File: src/rtl/packet_stats_pkg.sv
// rtl/packet_stats_pkg.sv - shared FSM state type and width helper for packet_stats
package packet_stats_pkg;

    typedef enum logic {
        IDLE = 1'b0,
        ACC  = 1'b1
    } state_t;

    // Sum width: sample width plus enough headroom for LENGTH additions.
    function automatic int calc_swidth(input int width, input int length);
        return width + $clog2(length);
    endfunction

endpackage

File: src/rtl/packet_stats_abs_sat.sv
// rtl/packet_stats_abs_sat.sv - saturating absolute value of a signed sample
module abs_sat #(
    parameter int WIDTH = 16
) (
    input  logic [WIDTH-1:0] data,
    output logic [WIDTH-1:0] mag
);

    localparam logic [WIDTH-1:0] MOST_NEG = {1'b1, {(WIDTH-1){1'b0}}};
    localparam logic [WIDTH-1:0] MOST_POS = {1'b0, {(WIDTH-1){1'b1}}};

    // The most negative value has no positive twin, so clamp it.
    always_comb begin
        if (data == MOST_NEG)
            mag = MOST_POS;
        else if (data[WIDTH-1])
            mag = -data;
        else
            mag = data;
    end

endmodule

File: src/rtl/packet_stats.sv
// rtl/packet_stats.sv - per-packet sum/peak/argmax with length check; PACKET_STATS_ABS_EN selects |data| peaks
module packet_stats
    import packet_stats_pkg::*;
#(
    parameter int NSINK  = 4,
    parameter int WIDTH  = 16,
    parameter int LENGTH = 256,
    localparam int AWIDTH = $clog2(LENGTH),
    localparam int BWIDTH = $clog2(NSINK),
    localparam int SWIDTH = calc_swidth(WIDTH, LENGTH)
) (
    input  logic              clk,
    input  logic              reset,
    input  logic              sink_valid,
    input  logic              sink_sop,
    input  logic              sink_eop,
    input  logic [WIDTH-1:0]  sink_data,
    output logic              source_valid,
    output logic [BWIDTH-1:0] source_channel,
    output logic [SWIDTH-1:0] source_sum,
    output logic [WIDTH-1:0]  source_max,
    output logic [AWIDTH-1:0] source_argmax,
    output logic              source_error
);

    state_t                   state, state_n;
    logic signed [SWIDTH-1:0] sum, sum_n;
    logic signed [WIDTH-1:0]  pk_max, pk_max_n, peak;
    logic [AWIDTH-1:0]        argmax, argmax_n, idx, idx_n, cur_idx;
    logic                     err, err_n, full, full_n;
    logic                     start, accept, at_last, done, pkt_err;
    logic [BWIDTH-1:0]        chan;

`ifdef PACKET_STATS_ABS_EN
    logic [WIDTH-1:0] mag;

    abs_sat #(.WIDTH(WIDTH)) u_abs_sat (
        .data (sink_data),
        .mag  (mag)
    );

    assign peak = $signed(mag);
`else
    assign peak = $signed(sink_data);
`endif

    always_ff @(posedge clk) begin
        if (reset)
            state <= IDLE;
        else
            state <= state_n;
    end

    // full marks that LENGTH samples are already in; any further beat is an overrun.
    always_comb begin
        state_n  = state;
        sum_n    = sum;
        pk_max_n = pk_max;
        argmax_n = argmax;
        idx_n    = idx;
        err_n    = err;
        full_n   = full;
        pkt_err  = 1'b0;
        start    = sink_valid && sink_sop;
        accept   = start || (sink_valid && state == ACC);
        cur_idx  = start ? '0 : idx;
        at_last  = (cur_idx == AWIDTH'(LENGTH - 1));
        done     = accept && sink_eop;
        if (accept) begin
            sum_n  = (start ? '0 : sum) + SWIDTH'($signed(sink_data));
            err_n  = start ? 1'b0 : (err | full);
            full_n = (start ? 1'b0 : full) | at_last;
            idx_n  = at_last ? cur_idx : cur_idx + 1'b1;
            if (start || peak > pk_max) begin
                pk_max_n = peak;
                argmax_n = cur_idx;
            end
            pkt_err = err_n | !at_last;
            state_n = sink_eop ? IDLE : ACC;
        end
    end

    always_ff @(posedge clk) begin
        if (reset) begin
            sum            <= '0;
            pk_max         <= '0;
            argmax         <= '0;
            idx            <= '0;
            err            <= 1'b0;
            full           <= 1'b0;
            chan           <= '0;
            source_valid   <= 1'b0;
            source_channel <= '0;
            source_sum     <= '0;
            source_max     <= '0;
            source_argmax  <= '0;
            source_error   <= 1'b0;
        end else begin
            sum          <= sum_n;
            pk_max       <= pk_max_n;
            argmax       <= argmax_n;
            idx          <= idx_n;
            err          <= err_n;
            full         <= full_n;
            source_valid <= done;
            if (done) begin
                source_channel <= chan;
                source_sum     <= sum_n;
                source_max     <= pk_max_n;
                source_argmax  <= argmax_n;
                source_error   <= pkt_err;
                chan           <= (chan == BWIDTH'(NSINK - 1)) ? '0 : chan + 1'b1;
            end
        end
    end

endmodule

File: config.mk
export PLATFORM = sky130hd
export DESIGN_NAME = packet_stats
export DESIGN_NICKNAME = d
export VERILOG_FILES = /design/src/rtl/packet_stats_pkg.sv /design/src/rtl/packet_stats_abs_sat.sv /design/src/rtl/packet_stats.sv
export SDC_FILE = /design/constraint.sdc
export NUM_CORES = 1
export LEC_CHECK = 0
export ABC_AREA = 1
export CORE_MARGIN = 4
export CORE_UTILIZATION = 51
export DETAILED_ROUTE_END_ITERATION = 8
export PLACE_DENSITY = 0.88
export RECOVER_POWER = 50
export SLEW_MARGIN = 20
export SYNTH_ARGS = -nofsm -noshare
export SYNTH_HDL_FRONTEND = slang
export SYNTH_HIERARCHICAL = 1
export SYNTH_SLANG_ARGS = --single-unit
File: constraint.sdc
create_clock -name clk -period 3.2 [get_ports clk]
set_input_delay 0.8 -clock clk [delete_from_list [all_inputs] [get_ports clk]]
set_output_delay 0.8 -clock clk [all_outputs]
set_load 0.02 [all_outputs]
# After elaboration in Yosys (flattened, before gate mapping)
# Index checks and enable logic that the tools add are counted.
dict set report word_totals {
  reg_bits 113
  inputBits 21
  out_inout_bits 52
}
dict set report classes {
  add_sub_neg 3
  magnitude_cmp 1
  n_eq_ne 2
  n_mux 13
  bitwise_logic 3
  reduce_logical 6
}
# op count
set ops {}
lappend ops {{$mux W24} 2}
lappend ops {{$mux W16} 2}
lappend ops {{$mux W8} 4}
lappend ops {{$add A24 B24 Y24} 1}
lappend ops {{$gt A16 B16 Y1} 1}
lappend ops {{$add A8 B1 Y8 const B} 1}
lappend ops {{$eq A8 B8 Y1 const B} 1}
lappend ops {{$mux W1} 4}
lappend ops {{$logic_and A1 B1 Y1} 3}
lappend ops {{$or A1 B1 Y1} 3}
lappend ops {{$add A2 B1 Y2 const B} 1}
lappend ops {{$eq A2 B2 Y1 const B} 1}
lappend ops {{$logic_or A1 B1 Y1} 2}
lappend ops {{$mux W2} 1}
lappend ops {{$logic_not A1 Y1} 1}

# Depth between registers and ports, before layout
dict set report depth {
  ltp_word 6
  ltp_mapped 20
  ltp_nobuf 18
}

# Worst setup path after synthesis
# No wires, ideal clock.
dict set report synth_timing {
  path_type {input -> register}
  startpoint {input sink_sop}
  endpoint {register sum[14]}
  setup_ns 0.132
  t_arrival_ns 2.979
  required_ns 3.068
  slack_ns 0.088
  path_stages 13
  n_path_buf 2
  path_cell_list {nand2_1 inv_2 clkbuf_1 buf_1 nor2_1 ha_1 a21oi_1 o21ai_1 nor2_1 o21ai_1 or2_2 nand3_1 a21oi_1}
}
dict set report synth_via {
  elab_chain_cells 4
  word_cells_on_any_way 5
}
# item line
set synth_lines {}
lappend synth_lines {{from (decl)} packet_stats.sv:15} ;# input logic sink_sop,
lappend synth_lines {{$logic_and A1 B1 Y1 *} packet_stats.sv:64} ;# start = sink_valid && sink_sop;
lappend synth_lines {{$mux W24} packet_stats.sv:70} ;# sum_n = (start ? '0 : sum) + SWIDTH'($signed(sink_data));
lappend synth_lines {{$add A24 B24 Y24} packet_stats.sv:70}
lappend synth_lines {{$mux W24 *} packet_stats.sv:69} ;# if (accept) begin
lappend synth_lines {{to (signal assigned)} packet_stats.sv:99} ;# sum <= sum_n;
lappend synth_lines {{to (decl)} packet_stats.sv:27} ;# logic signed [SWIDTH-1:0] sum, sum_n;
# Mark *: on every way between the ends. The rest lies on a longest branch, timed or not.
# A chain may end at the register's enable or synchronous reset.

# Worst setup path in the final report
dict set report layout_timing {
  startpoint {input sink_valid}
  endpoint {register idx[4]}
}
dict set report layout_via {
  elab_chain_cells 4
  word_cells_on_any_way 7
}
# item line
set layout_lines {}
lappend layout_lines {{from (decl)} packet_stats.sv:14} ;# input logic sink_valid,
lappend layout_lines {{$logic_and A1 B1 Y1} packet_stats.sv:64}
lappend layout_lines {{$mux W8} packet_stats.sv:66} ;# cur_idx = start ? '0 : idx;
lappend layout_lines {{$add A8 B1 Y8 or $eq A8 B8 Y1 (tied branches)} {packet_stats.sv:73, packet_stats.sv:67}}
lappend layout_lines {{$mux W8} packet_stats.sv:73} ;# idx_n = at_last ? cur_idx : cur_idx + 1'b1;
lappend layout_lines {{to (signal assigned)} packet_stats.sv:102} ;# idx <= idx_n;
lappend layout_lines {{to (decl)} packet_stats.sv:29} ;# logic [AWIDTH-1:0] argmax, argmax_n, idx, idx_n, cur_idx;
# Parallel ways exist; a longest one is shown, timed or not.

==> impl_results.md <==
- CP startpoint kind: input pin
- Largest area contributor in the netlist: dfxtp_1
- Overall die width: about 120 um
- Setup repair bufs after CTS: 0
- Hold path depth: 2
- Setup WS pre-CTS: -0.222 ns
- Num CTS Buffers: 17
- Total die area: around 14,000 sq um
- Detailed-route via count: around 6.5k
- Port bufs: 72
- Worst Setup End Kind: flip-flop
- Vias in the first global route: 6,157
- Fraction of synthesized area in multiplexers: 0
- Post-synth EDFFs: 0
- Max IR drop VDD: ~0.00035 V
- Status: complete, no violations
- Synth Area per Inst: roughly 6.9 sq um
- Share of cells above drive strength 1: 0.128
- Max clock buf depth: 2
- Row count: 40
- Critical Path AT: between 3 and 4 ns
- Ys async rst share: 0
- Initial antenna violation count: 0
- Rel. slew slack: 0.555
- Post-synth top area share: 0.362
- Post-synthesis simple-gate area fraction: 0.321
- WHS Endpoint: source_max[2]
- Post-CTS sizing: 0
- CP required: around 3.5 ns
- Largest family of logic cells by synthesized area: simple AND/OR/NAND/NOR gates
- Reg2reg setup slack: between 0.8 and 0.9 ns
- GR Overflow Total: 0
- Unrepaired setup endpoints after global routing: false
- Compound-Gate Fraction of Synth Area: 0.122
- CTS Root Cell: clkbuf_16
- Register bit total from synthesis: roughly 110
- Post-synthesis xor/xnor area fraction: 0.0154
- Library cells used by synthesis: 46
- Power Total: approximately 4.3 mW
- Final setup viols: 0
- Max Clock Freq: roughly 330 MHz
- Fin. max-slew vios: 0
- Synthesized area: approximately 6200 sq um
- Final Worst Setup Slack: around 0.13 ns
- Final WL: ~17,000 um
- CP max FO: 10
- I/O pins: 73
- Worst Skew: about 0.0088 ns
- Post-route DRC violation count: 0
- Largest net degree at the start of global routing: 52
- Clock Power Share: 0.429
- Area grow syn2layout: 31.6%
- Die height: ~120 um
- RD Place Congestion: a little under 1
- DRT iter0 DRCs: 500
- Drt pass-1 iters: 9
- FF-to-FF End: source_argmax[1]
- Final Cycle Share: 0.958
- Synth Warn #: 6
- Combinational power share: 0.219
- Initial Util: 0.520
- Leak pwr: roughly 4.1 nW
- Critical R2R Launch: pk_max[15]
- Synth Flop Type: dfxtp_1
- Net Count, Synth: just under 1k
- Slew @ Worst Pin: roughly 0.67 ns
- Antenna diode count: 0
- Vias per inst: around 5.3
- Hold Path Class: flip-flop to flip-flop
- Seq/Total Area, Yosys: 0.362
- Core box area: 12,000 sq um
- Post-DP HPWL: around 13,000 um
- FF-to-FF path depth: 13
- CTS tree: yes
- Pint: approximately 3.1 mW
- Switch share: 0.297
- Clock Pin Slew Worst Setup and Hold Paths: approximately 0.060 ns
- Final min period: about 3.1 ns
- Top area cells in the synthesized netlist: dfxtp_1 (36%), nand2_1 (14%), ha_1 (8.2%)
- DR WL/cell: approximately 14 um
- Hold_sp: source_max[2]
- Crit Path Category: input pin to flip-flop
- Synth Instances: between 900 and 1k
- Final hold violation count: 0
- First-pass GRT wire length: 28,200 um
- Hold_buf cts: 0
- P per Cell Area: 529 nW/um^2
- ANT nets after route: 0
- Later-pin clock latency in the skew report: between 0.4 and 0.5 ns
- Seq pwr share: 0.352
- Net load switching power: ~1.3 mW
- Clk sinks: 113
- H-tree levels: 4
- Tot GR Track Use: 0.248
- Synth Area in Adders: 0.0854
- Max-cap violation count: 0
- Final net count: between 1k and 1.5k
worst max-delay path by stage:
stage	start	to	slack, ns	cells past startpoint
floorplan	sink_sop	sum[14]	0.09	13
global placement	sink_valid	sum[13]	-0.12	14
detailed placement	sink_valid	sum[15]	-0.22	15
CTS	sink_valid	sum[15]	0.19	15
global route	sink_valid	sum[13]	0.006	14
finish	sink_valid	idx[4]	0.13	16
logic make-up (layout without fill, tap and decap cells):
family / count (synthesis) / after routing
buffers and inverters: 150 / 305
flip-flops: 113 / 113
AO/OA/AOI/OAI: 136 / 136
adder cells (fa/ha/maj): 42 / 42
XOR/XNOR: 11 / 11
AND/OR/NAND/NOR: 456 / 456
cell type report:
| type | instances | area, sq um |
|---|---|---|
| multi-input combinational | 645 | 3390 |
| timing repair buffer | 156 | 1360 |
| clock buffer | 20 | 447 |
| tap | 147 | 184 |
| sequential | 113 | 2260 |
| clock inverter | 12 | 133 |
| inverter | 117 | 439 |
| fill | 1017 | 3800 |
layout by cell type (no fill, tap or decap), types with 3 or more instances in the layout:
cell,count
xnor2_1,6
nor3_1,12
nand2_2,3
a31oi_1,5
clkdlybuf4s50_1,19
xor2_1,5
buf_4,77
nand3b_1,3
nand2_1,238
nor2_1,87
clkbuf_16,17
o21ai_0,30
o211ai_1,8
inv_1,115
dlygate4sd3_1,53
dfxtp_1,113
ha_1,41
clkbuf_1,5
nand3_1,84
o21a_1,3
nand4_1,7
a21oi_1,56
clkinvlp_4,6
nand3_2,12
o21ai_1,20
through the flow:
stage | instances | setup TNS (ns) | hold WS, ns | cell area [sq um] | util
after floorplan | 908 | 0 | 0.430 | 6240 | -
after CTS | 1210 | 0 | 0.452 | 8250 | 0.687
after detailed placement | 1178 | -3.39 | 0.439 | 7670 | 0.638
after global routing | 1210 | 0 | 0.463 | 8220 | 0.684
final | 1210 | 0 | 0.445 | 8220 | 0.684
after global placement | 1178 | -1.15 | 0.436 | 7670 | 0.638
per-layer routing:
layer / GRT usage / wire (um)
met2: 0.422 / 8190
met5: 0 / 0
met1: 0.290 / 7260
met4: 0.130 / 701
met3: 0.0584 / 1170
worst max-delay path, cell delays in order:
cell and delay [ns]:
clkdlybuf4s50_1 0.48, nand2_1 0.09, inv_2 0.18, clkbuf_1 0.29
nor2_1 0.13, ha_1 0.23, inv_1 0.08, nor3_1 0.05
nand3_1 0.09, inv_1 0.06, nand3_1 0.13, nand2_1 0.12
nor3_1 0.29, nand2_1 0.11, o21ai_0 0.17, a21oi_1 0.05
synth_stat cells, types with 2 or more instances:
library cell and n:
a22o_1 2, nand3_1 84, nor2_1 88, clkbuf_1 17, o21a_1 3, nand4_1 7, o211ai_1 8, o21ai_0 29
dfxtp_1 113, inv_1 115, xor2_1 5, a21o_1 2, nor3_1 12, o21ai_1 21, buf_2 7, o221ai_1 2
nand2_2 5, ha_1 41, o21bai_1 2, nand2_1 236, a31oi_1 5, xnor2_1 6, a21oi_1 55, nand3_2 12
buf_1 7, nand3b_1 3, or2_2 2
state kept, by name, indices dropped and copies added, names as in the netlist:
register	flops
source_sum	24
sum	24
pk_max	16
source_max	16
argmax	8
idx	8
source_argmax	8
chan	2
source_channel	2
err	1
full	1
source_error	1
source_valid	1
state	1
power groups by stage:
stage / clock network (mW) / logic, mW / registers (mW)
2_1_floorplan: 0 / 0.541 / 1.59
3_3_place_gp: 0 / 0.931 / 1.56
3_5_place_dp: 0 / 0.952 / 1.56
4_1_cts: 1.87 / 0.963 / 1.53
5_1_grt: 1.95 / 1.06 / 1.54
6_report: 1.86 / 0.951 / 1.53
No activity file was read; power rests on OpenSTA's default activity.
==> edit 1: new RTL, same settings <==
`sum` no longer has a reset.
--- a/src/rtl/packet_stats.sv
+++ b/src/rtl/packet_stats.sv
@@ -83,5 +83,4 @@
     always_ff @(posedge clk) begin
         if (reset) begin
-            sum            <= '0;
             pk_max         <= '0;
             argmax         <= '0;
@@ -97,5 +96,4 @@
             source_error   <= 1'b0;
         end else begin
-            sum          <= sum_n;
             pk_max       <= pk_max_n;
             argmax       <= argmax_n;
@@ -115,4 +113,8 @@
     end
 
+    always_ff @(posedge clk) begin
+        sum <= sum_n;
+    end
+
 endmodule
 
Behaviour: no difference found for any inputs over 4 cycles, from zero or initial values and one cycle with reset high; that may be too few to reach the edited logic, so the function may still have changed.
==> edit 1 against the original RTL <==
Sequential share of layout area is 0.55 points higher. Sequential cell count unchanged. Area after synthesis decreased by 2.1%. Worst setup slack improved by 0.057 ns. Count of clock-buffer cells in the layout increased by 2. Wire length shrank 0.39%. Non-clock buffer count is 12 lower. Final area fell by 2.0%. Critical endpoint is now sum[21]$_DFF_P_.
Power is not compared: it rests on default switching activity, and its combinational part moved more than twofold at a synthesized area within 25%.
==> edit 1: results (changes against the original RTL) <==
* GR Util met1 at 29.8% (+0.83 points)
* Metal-1 WL at 7400 µm (+1.9%)
* Met3 WL at 1020 µm (-13%)
* Critical R2R Capture: sum[20]$_DFF_P_
* List of most frequent post-synthesis cells: nand2_1, dfxtp_1, inv_1
* Outcome: completed
* Hold endpoint: source_max[4]$_SDFFE_PP0P_
* Tightest Pin Transition at 0.593 ns (-0.0746 ns)
* Synth top area cells: dfxtp_1, nand2_1, ha_1, inv_1, nor2_1
* Synth cell types at 40 (-13%)
* Number of vias per cell at 5.41 (+1.5%)
* Placer Congestion at 0.963 (-3.0%)
* Met2 global-route usage at 43.6% (+1.4 points)
* First-pass GRT wire length at 28800 µm (+2.1%)
* Vias in the first global route at 6263 (+1.7%)
* Drt wl/cell at 14.7 µm (+3.0%)
* Hold Path Origin: source_max[4]$_SDFFE_PP0P_
* DRT iter0 DRCs at 559 (+12%)
* Mapped Avg Cell Area at 6.94 µm² (+0.94%)
* Post-Syn Nets at 944 (-2.8%)
* Crit path to: sum[21]$_DFF_P_
* Post-synthesis sequential area ratio at 37.0% (+0.76 points)
* TritonRoute pass-1 iters at 6 (-3)
* R2r setup slk at 1.02 ns (+0.18 ns)
* Largest net degree at the start of global routing at 49 (-5.8%)
* GRT met3 Usage at 5.29% (-0.55 points)
* Share of post-route cells with drive strength above 1 at 12.5% (-0.32 points)
## edit 1: through the flow
stage | hold slack, ns | area [µm²] | power (mW) | worst slack, ns
4_1_cts | 0.451 | 8030 | 5.98 | 0.186
2_1_floorplan | 0.426 | 6110 | 3.20 | 0.0514
5_1_grt | 0.465 | 8050 | 6.41 | -0.00517
3_3_place_gp | 0.435 | 7460 | 4.05 | -0.159
3_5_place_dp | 0.440 | 7460 | 4.11 | -0.240
6_report | 0.448 | 8050 | 6.05 | 0.191
## edit 1: area by class of cell
cell class              count  share of cell area [%]
multi-input cells         631                    41.3
clock buffers              22                    5.76
clock inverters            10                    1.37
repair buffers            144                    16.3
inverters                 106                    4.94
flip-flops and latches    113                    28.1
diodes                      1                  0.0311
well taps                 143                    2.22
## edit 1: logic make-up after synthesis
kind of cell	synth area share, %
simple gates	32.1
buf+inv	9.05
compound gates	11.2
flops	37.0
fa+ha+maj	8.72
xor+xnor	2.01
==> edit 2: new RTL, same settings <==
Made on the original files. The parameter `WIDTH` goes from 16 to 12.
--- a/src/rtl/packet_stats.sv
+++ b/src/rtl/packet_stats.sv
@@ -4,5 +4,5 @@
 #(
     parameter int NSINK  = 4,
-    parameter int WIDTH  = 16,
+    parameter int WIDTH  = 12,
     parameter int LENGTH = 256,
     localparam int AWIDTH = $clog2(LENGTH),
Ports: changed (resized sink_data, source_max and source_sum); port bits go from 73 to 61. The function was not compared with the original's and may differ.
==> edit 2 against the original RTL <==
Register-to-register slack gained 0.10 ns. Worst hold slack gained 0.0090 ns. Area after synthesis decreased by 16%. Sequential power is 14% lower. Final cell count shrank 16%. Maximum frequency is 4.9% higher. Count of clock-buffer cells in the layout decreased by 11. Wire length is 25% lower. Power shrank 33%. Sequential cell count decreased by 16. Final area fell by 21%. Worst setup slack better by 0.14 ns. Via count down 21%. Highest routed layer unchanged.
==> edit 2: results (changes against the original RTL) <==
* CP delay by family, top: simple AND/OR/NAND/NOR gates
* Met2 global-route usage at 37.9% (-4.3 points)
* FFs w/ async S/R, synth at 0% (unchanged)
* Gr usage total at 23.0% (-1.8 points)
* Final setup vio count at 0 (unchanged)
* PostCTS Resize Cnt at 0 (unchanged)
* Layout Skew at 0.0142 ns (+0.00535 ns)
* Share of post-route cells with drive strength above 1 at 8.85% (-3.9 points)
* CTS Buf Count at 9 (-8)
* Detailed-route via count at 5122 (-21%)
* Worst hold path class: register to register
* Synth top area cells: dfxtp_1, nand2_1, inv_1, ha_1, nand3_1
* DRT iter0 DRCs at 255 (-49%)
* Max VDD drop at 0.458 mV (+30%)
* H-tree Lvls at 3 (-1)
* Placer Congestion at 0.893 (-10%)
* Fill cell count at 870 (-14%)
* Post-route insts no fill at 1014 (-16%)
* Leak at 3.28 nW (-19%)
* Clock root cell: clkbuf_8
* Dpl ws at -0.103 ns (+0.119 ns)
* DP HPWL at 9670 µm (-23%)
* Yosys warns at 6 (unchanged)
* Detailed Route WL at 12900 µm (-25%)
* I/O Buffers at 60 (-17%)
* Clk Latency, worst-skew pair at 0.38 ns (-0.05 ns)
* Clock transition at path regs at 0.11 ns (+0.05 ns)
* TritonRoute pass-1 iters at 5 (-4)
* Synth cell types at 34 (-26%)
* GRT met3 Usage at 4.58% (-1.3 points)
* ANT cells at 0 (unchanged)
* Largest stage delay, worst path at 0.61 ns (+0.13 ns)
* Final Hold Fails at 0 (unchanged)
* Crit-path max FO at 18 (+8)
* Post-Syn Nets at 835 (-14%)
* Tmin final at 2.92 ns (-0.143 ns)
* GR Util met1 at 29.5% (+0.52 points)
* Slowest cell on crit path: dlygate4sd3_1
* Synth Instances at 784 (-14%)
* Vias in the first global route at 4865 (-21%)
* Slew headroom at 35.5% (-20 points)
* Post-synthesis sequential area ratio at 36.9% (+0.70 points)
* Total setup buffers inserted after CTS at 0 (unchanged)
* First-pass GRT wire length at 21900 µm (-22%)
* Post-layout nets at 927 (-17%)
* WP data arrival at 3.21 ns (-0.18 ns)
* Largest net degree at the start of global routing at 58 (+12%)
* Top flop regs: source_sum (20), sum (20)
* R2r setup slk at 0.94 ns (+0.10 ns)
* Outcome: completed
* List of most frequent post-synthesis cells: nand2_1, inv_1, dfxtp_1
* Worst-case clock buffer depth at 2 (unchanged)
* GRT Residual Overflow at 0 (unchanged)
* Placed Area at 6280 µm² (-18%)
## edit 2: path summary, 6_finish.rpt
check / from / end / depth (start not counted)
max: sink_data[11] / source_max[1]$_SDFFE_PP0P_ / 11
min: source_max[8]$_SDFFE_PP0P_ / source_max[8]$_SDFFE_PP0P_ / 2
max reg2reg: sum[0]$_SDFF_PP0_ / source_sum[12]$_SDFFE_PP0P_ / 15
min reg2reg: source_max[8]$_SDFFE_PP0P_ / source_max[8]$_SDFFE_PP0P_ / 2
## edit 2: per-stage QoR
step | total power [mW] | hold slack (ns) | utilization (%)
6_report | 2.91 | 0.454 | 65.2
5_1_grt | 3.10 | 0.479 | 65.2
4_1_cts | 2.94 | 0.462 | 65.5
3_5_place_dp | 2.12 | 0.443 | 63.4
3_3_place_gp | 2.11 | 0.436 | 63.4
2_1_floorplan | 1.85 | 0.431 | -
## edit 2: report_power, final
group          internal (mW)  leakage, nW  switching [mW]
logic                  0.301         2.38           0.464
clock network          0.312        0.103           0.508
registers               1.29        0.792          0.0335
## edit 2: cell type report
| type | count | area [µm²] | area share, % |
|---|---|---|---|
| Clock buffer | 9 | 124 | 1.92 |
| Clock inverter | 7 | 81.3 | 1.26 |
| Inverter | 126 | 473 | 7.32 |
| Multi-Input combinational cell | 535 | 2720 | 42.0 |
| Sequential cell | 97 | 1940 | 30.0 |
| Tap cell | 133 | 166 | 2.57 |
| Timing Repair Buffer | 107 | 961 | 14.9 |
## edit 2: routing by layer
layer	up-vias	part of all wire, %
met3	26	6.0
met5	-	0
met1	2291	44
met4	0	3.0
met2	138	47
li1	2667	-
## edit 2: cell families after synthesis
| logic type | after synthesis | share of synthesized area [%] |
|---|---|---|
| simple gates | 386 | 31.1 |
| fa+ha+maj | 34 | 8.23 |
| flops | 97 | 36.9 |
| compound gates | 106 | 10.9 |
| xor+xnor | 9 | 1.50 |
| buf+inv | 152 | 11.3 |
## edit 2: worst min-delay path: stages (launching register included)
cell and delay, ns:
dfxtp_1 0.32, nand2_1 0.06, nand2_1 0.04
